### src/rtl/nibble_serial_adder_ctrl.sv
// Serial WIDTH-bit adder controller: drives an external 4-bit adder one nibble per cycle, LSB first.
// Optional macro SIGNED_OVF_EN adds an out_ovf port carrying two's-complement overflow of the result.
//
// state | meaning
// IDLE  | waiting for operands, in_ready high, adder inputs parked at zero
// RUN   | one nibble per cycle through the external adder, carry chained in carry_reg
// DONE  | result presented with out_valid until out_ready
module nibble_serial_adder_ctrl #(
  parameter int WIDTH = 16
) (
  input  logic             clk,
  input  logic             rst_n,
  input  logic             in_valid,
  output logic             in_ready,
  input  logic [WIDTH-1:0] in_a,
  input  logic [WIDTH-1:0] in_b,
  input  logic             in_cin,
  output logic             out_valid,
  input  logic             out_ready,
  output logic [WIDTH-1:0] out_sum,
  output logic             out_cout,
`ifdef SIGNED_OVF_EN
  output logic             out_ovf,
`endif
  output logic [3:0]       add_a,
  output logic [3:0]       add_b,
  output logic             add_cin,
  input  logic [3:0]       add_sum,
  input  logic [3:0]       add_carry
);

  localparam int NIB  = WIDTH / 4;
  localparam int IDXW = (NIB > 1) ? $clog2(NIB) : 1;
  localparam logic [IDXW-1:0] LAST = IDXW'(NIB - 1);

  typedef enum logic [1:0] {
    IDLE = 2'd0,
    RUN  = 2'd1,
    DONE = 2'd2
  } state_t;

  state_t           state, next_state;
  logic [WIDTH-1:0] a_reg, b_reg, sum_reg;
  logic             carry_reg;
  logic [IDXW-1:0]  idx;
  logic             load, step;
  logic             unused_carry;

  // Lower per-bit carries are not needed by the controller.
  assign unused_carry = ^add_carry[2:0];

  always_ff @(posedge clk or negedge rst_n) begin
    if (!rst_n) state <= IDLE;
    else        state <= next_state;
  end

  always_comb begin
    next_state = state;
    in_ready   = 1'b0;
    out_valid  = 1'b0;
    add_a      = 4'd0;
    add_b      = 4'd0;
    add_cin    = 1'b0;
    load       = 1'b0;
    step       = 1'b0;
    case (state)
      IDLE: begin
        in_ready = 1'b1;
        if (in_valid) begin
          load       = 1'b1;
          next_state = RUN;
        end
      end
      RUN: begin
        add_a   = a_reg[4*idx +: 4];
        add_b   = b_reg[4*idx +: 4];
        add_cin = carry_reg;
        step    = 1'b1;
        if (idx == LAST) next_state = DONE;
      end
      DONE: begin
        out_valid = 1'b1;
        if (out_ready) next_state = IDLE;
      end
      default: next_state = IDLE;
    endcase
  end

  always_ff @(posedge clk or negedge rst_n) begin
    if (!rst_n) begin
      a_reg     <= '0;
      b_reg     <= '0;
      sum_reg   <= '0;
      carry_reg <= 1'b0;
      idx       <= '0;
      out_cout  <= 1'b0;
`ifdef SIGNED_OVF_EN
      out_ovf   <= 1'b0;
`endif
    end else if (load) begin
      a_reg     <= in_a;
      b_reg     <= in_b;
      carry_reg <= in_cin;
      idx       <= '0;
    end else if (step) begin
      sum_reg[4*idx +: 4] <= add_sum;
      carry_reg           <= add_carry[3];
      idx                 <= idx + 1'b1;
      if (idx == LAST) begin
        out_cout <= add_carry[3];
`ifdef SIGNED_OVF_EN
        // Carry into the MSB differing from carry out of it means signed overflow.
        out_ovf  <= add_carry[3] ^ add_carry[2];
`endif
      end
    end
  end

  assign out_sum = sum_reg;

endmodule
### config.mk
export PLATFORM = sky130hd
export DESIGN_NAME = nibble_serial_adder_ctrl
export DESIGN_NICKNAME = d
export VERILOG_FILES = /design/src/rtl/nibble_serial_adder_ctrl.sv
export SDC_FILE = /design/constraint.sdc
export NUM_CORES = 1
export LEC_CHECK = 0
export BUFFER_PORTS_ARGS = -buffer_cell sky130_fd_sc_hd__buf_2
export CORE_UTILIZATION = 35
export DETAILED_ROUTE_END_ITERATION = 7
export PLACE_DENSITY = 0.69
export REMOVE_ABC_BUFFERS = 1
export SLEW_MARGIN = 5
export SYNTH_ARGS = -nofsm -noshare
export SYNTH_HDL_FRONTEND = slang
export SYNTH_SLANG_ARGS = --single-unit
### constraint.sdc
create_clock -name clk -period 1.55 [get_ports clk]
set_input_delay 0.465 -clock clk [delete_from_list [all_inputs] [get_ports clk]]
set_output_delay 0.465 -clock clk [all_outputs]
set_load 0.005 [all_outputs]
; Word-level counts from Yosys, hierarchy flattened
; Cells that the tools add are included.
; Widths: inputs -> output; s select.
[classes]
addsub = 2
n_mul = 0
div = 0
n_lt_le_gt_ge = 0
n_eq_ne = 6
shifts = 4
muxes = 17
bitwise_logic = 1
n_reduce_logical = 5
[ops]
columns = operator, count
row1 = $neg 4->34, 1
row2 = $shift 4x34->16 const A, 1
row3 = $shiftx 4x34->16, 1
row4 = $shiftx 16x5->4, 2
row5 = $bwmux 16, 1
row6 = $mux 2, 5
row7 = $mux 1, 8
row8 = $mux 4, 2
row9 = $ne 2x2->1 const B, 3
row10 = $pmux 2 s3, 1
row11 = $reduce_and 3->1, 2
row12 = $eq 2x2->1 const B, 2
row13 = $add 2x1->2 const B, 1
row14 = $eq 2x1->1 const B, 1
row15 = $logic_not 2->1, 1
row16 = $reduce_and 2->1, 1
row17 = $reduce_bool 2->1, 1
row18 = $not 1->1, 1
[word_totals]
ff_bits = 54
latch_bits = 0
ramBits = 0
romBits = 0
in_bits = 45
output_inout_bits = 28
elab_cells = 42
mem_count = 0

; Logic depth before layout (Yosys ltp)
; Gate-level depths: netlist of the first run.
[depth]
word_depth = 4
ltp_mapped = 7
depth_no_buf = 5

; Worst setup path before layout of the first run
; OpenSTA, ideal clock, no wires.
[synth_timing]
path_kind = reg-to-reg
start = reg idx[0]
end = reg sum_reg[12] (netlist: out_sum[12])
setup_time_ns = 0.083
arrival_time_ns = 1.615
t_required_ns = 1.467
setup_slack_ns = -0.148
stages_incl_launch_ff = 7
path_buffers = 1
period_less_slack_ns = 1.698
path_cell_list = dfrtp_1 -> buf_4 -> inv_1 -> ha_1 -> nor4b_2 -> nand2_1 -> o21ai_0
[synth_via]
elab_chain_cells = 3
elab_cells_between_ends = 4
cone_classes = add/sub: 1 / shift: 2 / mux: 1
[synth_rtl]
columns = item, line
row1 = "start, declared", 45  ; logic [IDXW-1:0] idx;
row2 = "start signal, assigned", 108  ; idx <= idx + 1'b1;
row3 = $neg 4->34 *, 106  ; sum_reg[4*idx +: 4] <= add_sum;
row4 = $shiftx 4x34->16 or $shift 4x34->16 (tied branches), 106
row5 = $bwmux 16 *, 106
row6 = "end signal, assigned by index", 106
row7 = "end, declared", 43  ; logic [WIDTH-1:0] a_reg, b_reg, sum_reg;
; Every way passes the cells marked *; elsewhere a longest branch is shown, timed or not.
; A chain may end at the register's enable or synchronous reset.

; Worst setup path in the final report of the first run
[layout_timing]
start = reg idx[0]
end = out add_a[1]
[layout_via]
elab_chain_cells = 2
[layout_rtl]
columns = item, line
row1 = $shiftx 16x5->4, 75  ; add_a = a_reg[4*idx +: 4];
row2 = $mux 4, 66  ; case (state)
row3 = "end, declared", 25  ; output logic [3:0] add_a,
; No other way between the ends.

==> results.py, run 1 <==
metrics = {
    "outcome": {
        "status": "finished, violations left",
        "violations": "negative setup slack",
    },
    "power_and_ir_drop": {
        "p_comb_frac": 0.535,
        "p_int_mw": 4.77,
        "clockPowerShare": 0.129,
        "p_per_area_nw_per_um2": 2080,
        "power_switching_mw": 2.44,
        "peakVddDrop_mv": 0.831,
        "seq_power_share": 0.336,
        "sw_frac_of_total": 0.338,
        "leakagePower_nw": 1.70,
    },
    "worst_setup_path": {
        "r2r-end": "out_sum[12]",
        "crit_arrival_ns": 1.42,
        "worst-path-max-fanout": 11,
        "critical_path_class": "reg2out",
        "reg2reg_setup_slack_ns": -0.05,
        "crit_chain": "buf_8, mux2i_2, o22ai_2, buf_2",
        "start_kind": "flip-flop",
        "critPathSlowestCell": "dfrtp_1",
        "reg2regPathDepth": 6,
        "critPathMaxStageDelay_ns": 0.40,
        "cp-end-kind": "output pin",
        "critPathRequiredTime_ns": 1.08,
        "worstReg2RegStart": "idx[0]",
    },
    "worst_hold_path": {
        "hp-class": "in2async",
    },
    "synth": {
        "synthDistinctLibCells": 27,
        "synth.area.top_cells": "dfrtp_1 51%, mux2_4 17%, mux2i_1 6.1%",
        "synth.avg_cell_area_um2": 13.2,
        "yosysMostFrequentCell": "dfrtp_1",
        "synth_area_leader_cell": "dfrtp_1",
        "ys.flop_type": "dfrtp_1",
        "netlist_area_um2": 2640,
        "ys_seq_elements": 54,
        "async_flop_share": 1.00,
        "synth-seq-area-share": 0.513,
        "synthCells": 199,
        "synth_edf_count": 0,
        "yosysWarnings": 0,
        "synthTopCellsByCount": "54 x dfrtp_1, 29 x mux2_4, 26 x nand2_1, 16 x mux2i_1, 14 x o21ai_0",
        "yosys.area.top_type_share": 0.513,
    },
    "timing": {
        "setup_tns_ns": -2.94,
        "worst_slack_ns": -0.332,
        "setup-violations-final": 22,
        "period_share": 1.21,
        "fmax_mhz": 531,
        "final_hold_viol_count": 0,
        "post-route-min-period_ns": 1.88,
        "skew_ns": 0.00637,
        "tightest_slew_ns": 0.325,
        "maxSlewViolCount": 0,
        "rsz0062_at_grt": "true",
        "relSlewSlack": 0.781,
    },
    "global_routing": {
        "grt_pass1_vias": 1832,
        "grt_pass1_wl_um": 9010,
        "grt_overflow": 0,
        "grt_antenna_before_repair": 0,
        "grt_max_degree": 55,
        "grt.total_usage": 0.152,
    },
    "place": {
        "dp_slack_ns": -0.173,
        "gp_congestion": 0.766,
        "io_buffers": 69,
        "hpwl_um": 3890,
        "dp.cells": 380,
        "post_dp_cell_area_um2": 3210,
    },
    "drt": {
        "avgRoutedWirePerCell_um": 14.4,
        "dr.pass1.iters": 4,
        "first_iter_violations": 61,
        "viasPerCell": 4.67,
        "final_antenna_net_count": 0,
        "drcViolationCount": 0,
        "wirelength_um": 5660,
        "dr_total_vias": 1832,
    },
    "cells_and_area": {
        "fin_nets": 342,
        "fin_util": 0.479,
        "drive_above_1_share": 0.522,
        "final_area_um2": 3470,
        "stdcell_count": 392,
        "area_growth_pct": 31.8,
        "antenna_cells": 0,
    },
    "clock_tree": {
        "cts_buffer_depth": 2,
        "ctsHoldBuffers": 0,
        "cts.sinks": 54,
        "h-tree-depth": 2,
        "cts_tree": "done",
        "clk_latency_ns": 0.30,
        "numCtsBuffers": 5,
        "cts_root_buffer": "clkbuf_8",
        "clk_pin_slew_ns": 0.10,
    },
    "floorplanning": {
        "core_um2": 7250,
        "die_area_um2": 7880,
        "die_width_um": 88.8,
        "rows": 31,
        "die_y_um": 88.8,
        "io_pins": 73,
        "initial_utilization": 0.363,
    },
    "flow_run": {
        "drv_cap": 0,
    },
}
==> how the worst max path moves through the flow <==
| stage | startpoint | endpoint | slack (ns) | cells after the start |
|---|---|---|---|---|
| after floorplan | idx[0] | out_sum[12] | -0.57 | 5 |
| after global placement | state[1] | add_a[0] | -0.14 | 4 |
| after detailed placement | state[1] | add_a[0] | -0.17 | 4 |
| after CTS | idx[0] | add_a[0] | -0.31 | 4 |
| after global routing | idx[0] | add_a[1] | -0.42 | 4 |
| final | idx[0] | add_a[1] | -0.33 | 4 |
==> worst max-delay path, delay by kind of cell, from the launching register on <==
kind,cells,cell delay [ns]
buf+inv,2,0.32
flops,1,0.40
compound gates,1,0.12
mux,1,0.28
==> kinds of logic after synthesis <==
logic type / Yosys count / share of synthesized area
compound gates: 32 / 0.0736
simple gates: 47 / 0.106
buf+inv: 12 / 0.0413
flops: 54 / 0.513
fa+ha+maj: 5 / 0.0237
mux: 49 / 0.243
==> routing by layer <==
layer	wire [um]	up-vias	track usage
met3	283	8	0.0345
met4	48	0	0.0352
li1	-	893	-
met1	2590	876	0.195
met2	2730	55	0.260
met5	0	-	0
==> metrics by stage <==
stage,power (mW),hold WS (ns)
finish,7.21,0.156
global route,7.75,0.160
CTS,7.06,0.157
detailed placement,5.85,0.465
global placement,5.76,0.456
floorplan,4.52,0.169
==> cell usage in the layout, fill, tap and decap left out, drive strengths merged, types with 4 or more instances in the layout <==
master   instances
buf             92
clkbuf           9
dfrtp           54
ha               5
inv              4
mux2            33
mux2i           16
nand2           28
nand3            4
nand3b           4
nor2             4
o21ai           14
o22ai           11
o2bb2ai          4
==> layout make-up <==
type                            instances  area, um2
Clock inverter                          1       30.0
Tap cell                               99        124
Fill cell                             679       3780
Timing Repair Buffer                   94        631
Sequential cell                        54       1350
Multi-Input combinational cell        133       1250
Inverter                                4       15.0
Clock buffer                            7       76.3
==> power by group through the flow <==
stage	Sequential (mW)	Clock (mW)	Combinational (mW)
floorplan	2.51	0	2.00
global placement	2.40	0	3.35
detailed placement	2.43	0	3.42
CTS	2.42	0.968	3.67
global route	2.51	1.02	4.22
finish	2.42	0.931	3.86
==> what timing repair did <==
action,4_1_cts,5_1_grt
pin swaps,10,2
endpoints found under the hold margin,0,0
gates cloned,0,2
endpoints found under the setup margin,12,40
gates resized for setup,14,10
setup buffers,2,2
Note: power is estimated with default switching activity, not from simulation.
==> run 2, diff against run 1 <==
--- a/config.mk
+++ b/config.mk
@@ -8,8 +8,8 @@
 export BUFFER_PORTS_ARGS = -buffer_cell sky130_fd_sc_hd__buf_2
 export CORE_UTILIZATION = 35
 export DETAILED_ROUTE_END_ITERATION = 7
+export GPL_TIMING_DRIVEN = 0
 export PLACE_DENSITY = 0.69
-export REMOVE_ABC_BUFFERS = 1
 export SLEW_MARGIN = 5
 export SYNTH_ARGS = -nofsm -noshare
 export SYNTH_HDL_FRONTEND = slang
==> run 2 against run 1 <==
Compared with the run above:
- the flow still finishes with violations (negative setup slack)
- sequential cell count stayed put
- utilization up 3.3 points
- worst hold slack gained 0.028 ns
- register-to-register slack got worse by 0.06 ns
- via count increased by 2.1%
- largest power group unchanged
- critical path depth up 1
- total power increased by 9.9%
- die area is the same
==> results.py, run 2 (synthesis results as in run 1) <==
metrics = {
    "timing": {
        "rsz0062_at_grt": "true",
        "worst_slack_ns": -0.378,
        "skew_ns": 0.00356,
        "post-route-min-period_ns": 1.93,
        "relSlewSlack": 0.531,
        "maxSlewViolCount": 0,
        "period_share": 1.24,
        "tightest_slew_ns": 0.704,
        "fmax_mhz": 519,
        "final_hold_viol_count": 0,
        "setup-violations-final": 47,
    },
    "power_and_ir_drop": {
        "power_switching_mw": 2.78,
        "p_per_area_nw_per_um2": 2140,
        "sw_frac_of_total": 0.350,
        "p_int_mw": 5.15,
        "p_total_mw": 7.92,
        "p_comb_frac": 0.586,
        "peakVddDrop_mv": 0.889,
        "seq_power_share": 0.321,
        "clockPowerShare": 0.093,
        "leakagePower_nw": 1.74,
    },
    "global_routing": {
        "grt.total_usage": 0.153,
        "grt_antenna_before_repair": 0,
        "grt_overflow": 0,
        "grt_max_degree": 55,
        "grt_pass1_wl_um": 8930,
        "grt_pass1_vias": 1840,
    },
    "floorplanning": {
        "core_um2": 7250,
        "rows": 31,
        "die_area_um2": 7880,
        "initial_utilization": 0.363,
        "die_y_um": 88.8,
        "die_width_um": 88.8,
        "io_pins": 73,
    },
    "cells_and_area": {
        "multi_input_area_um2": 1370,
        "ff_latch_area_um2": 1360,
        "fin_nets": 344,
        "n_fill_cell": 640,
        "final_cell_mix": "67 x buf_2, 51 x dfrtp_1, 31 x mux2_4, 26 x nand2_1, 12 x o21ai_1",
        "drive_above_1_share": 0.568,
        "antenna_cells": 0,
        "final_area_um2": 3710,
        "final_common_cell": "buf_2",
        "area_growth_pct": 40.8,
    },
    "place": {
        "post_dp_cell_area_um2": 3140,
        "gp_congestion": 0.745,
        "hpwl_um": 3800,
        "io_buffers": 69,
    },
    "drt": {
        "wirelength_um": 5830,
        "drcViolationCount": 0,
        "viasPerCell": 4.76,
        "final_antenna_net_count": 0,
        "avgRoutedWirePerCell_um": 14.8,
        "dr_total_vias": 1871,
        "first_iter_violations": 41,
        "dr.pass1.iters": 4,
    },
    "synth": {
        "synth_nets": 249,
    },
    "clock_tree": {
        "cts_root_buffer": "clkbuf_8",
        "clk_pin_slew_ns": 0.09,
        "numCtsBuffers": 5,
        "ctsHoldBuffers": 0,
        "clk_latency_ns": 0.30,
        "cts.sinks": 54,
        "cts_tree": "done",
        "cts_buffer_depth": 2,
        "h-tree-depth": 2,
    },
    "worst_setup_path": {
        "crit_end": "add_a[1]",
        "r2r-end": "out_sum[13]",
        "reg2regPathDepth": 8,
        "reg2reg_setup_slack_ns": -0.11,
        "crit_arrival_ns": 1.46,
        "critPathLaunch": "idx[0]",
        "worst-path-max-fanout": 5,
        "cp-end-kind": "output pin",
        "worstReg2RegStart": "idx[0]",
        "critical_path_class": "reg2out",
        "critPathRequiredTime_ns": 1.08,
        "start_kind": "flip-flop",
    },
    "flow_run": {
        "drv_cap": 0,
    },
    "worst_hold_path": {
        "hp-class": "in2async",
    },
    "outcome": {
        "status": "finished, violations left",
        "violations": "negative setup slack",
    },
}
[run 2: power by group through the flow]
stage / Sequential (mW) / Combinational [mW] / Clock [mW]
final: 2.54 / 4.64 / 0.739
after global routing: 2.63 / 5.02 / 0.844
after CTS: 2.47 / 3.83 / 0.777
after detailed placement: 2.51 / 3.24 / 0
after global placement: 2.49 / 3.17 / 0
after floorplan: 2.42 / 2.41 / 0
[run 2: worst min path at each step]
stage,from,to,slack [ns],depth (start not counted)
finish,rst_n,out_sum[15],0.18,1
global route,rst_n,b_reg[0],0.25,1
CTS,out_ready,state[1],0.32,2
detailed placement,out_sum[6],out_sum[6],0.47,2
global placement,out_sum[10],out_sum[10],0.46,2
floorplan,rst_n,a_reg[0],0.17,0
[run 2: critical path, cell delays in order (launching register included)]
cell	delay (ns)
dfrtp_2	0.44
buf_12	0.15
buf_12	0.14
mux2i_4	0.19
o22ai_1	0.11
buf_2	0.13
[run 2: what timing repair did]
action | 4_1_cts | 5_1_grt
resized for setup | 25 | 45
pin swaps | 10 | 10
endpoints found under the setup margin | 27 | 51
setup buffers | 8 | 10
cloned | 1 | 3
[run 2: metal layers]
layer  up-vias  track usage  part of all wire
met5         -            0                 0
met4         0       0.0396            0.0082
met3         7       0.0373             0.048
met2        53        0.256              0.49
met1       905        0.199              0.46
li1        906            -                 -
[run 2: cell type report]
| type | count | area share |
|---|---|---|
| multi-input combinational | 133 | 0.369 |
| inverter | 4 | 0.00607 |
| tap | 99 | 0.0334 |
| clock buffer | 7 | 0.0206 |
| timing repair buffer | 88 | 0.168 |
| sequential | 54 | 0.365 |
| buffer | 8 | 0.0388 |
[run 2: per-stage QoR]
stage          cells  setup slack, ns   util  setup TNS [ns]  hold slack (ns)
2_1_floorplan    199          -0.0167      -         -0.0668            0.169
3_3_place_gp     367           -0.356  0.433           -4.02            0.458
3_5_place_dp     367           -0.369  0.433           -4.64            0.466
4_1_cts          383           -0.397  0.468           -6.21            0.317
5_1_grt          393           -0.453  0.512           -8.11            0.250
6_report         393           -0.378  0.512           -4.77            0.184
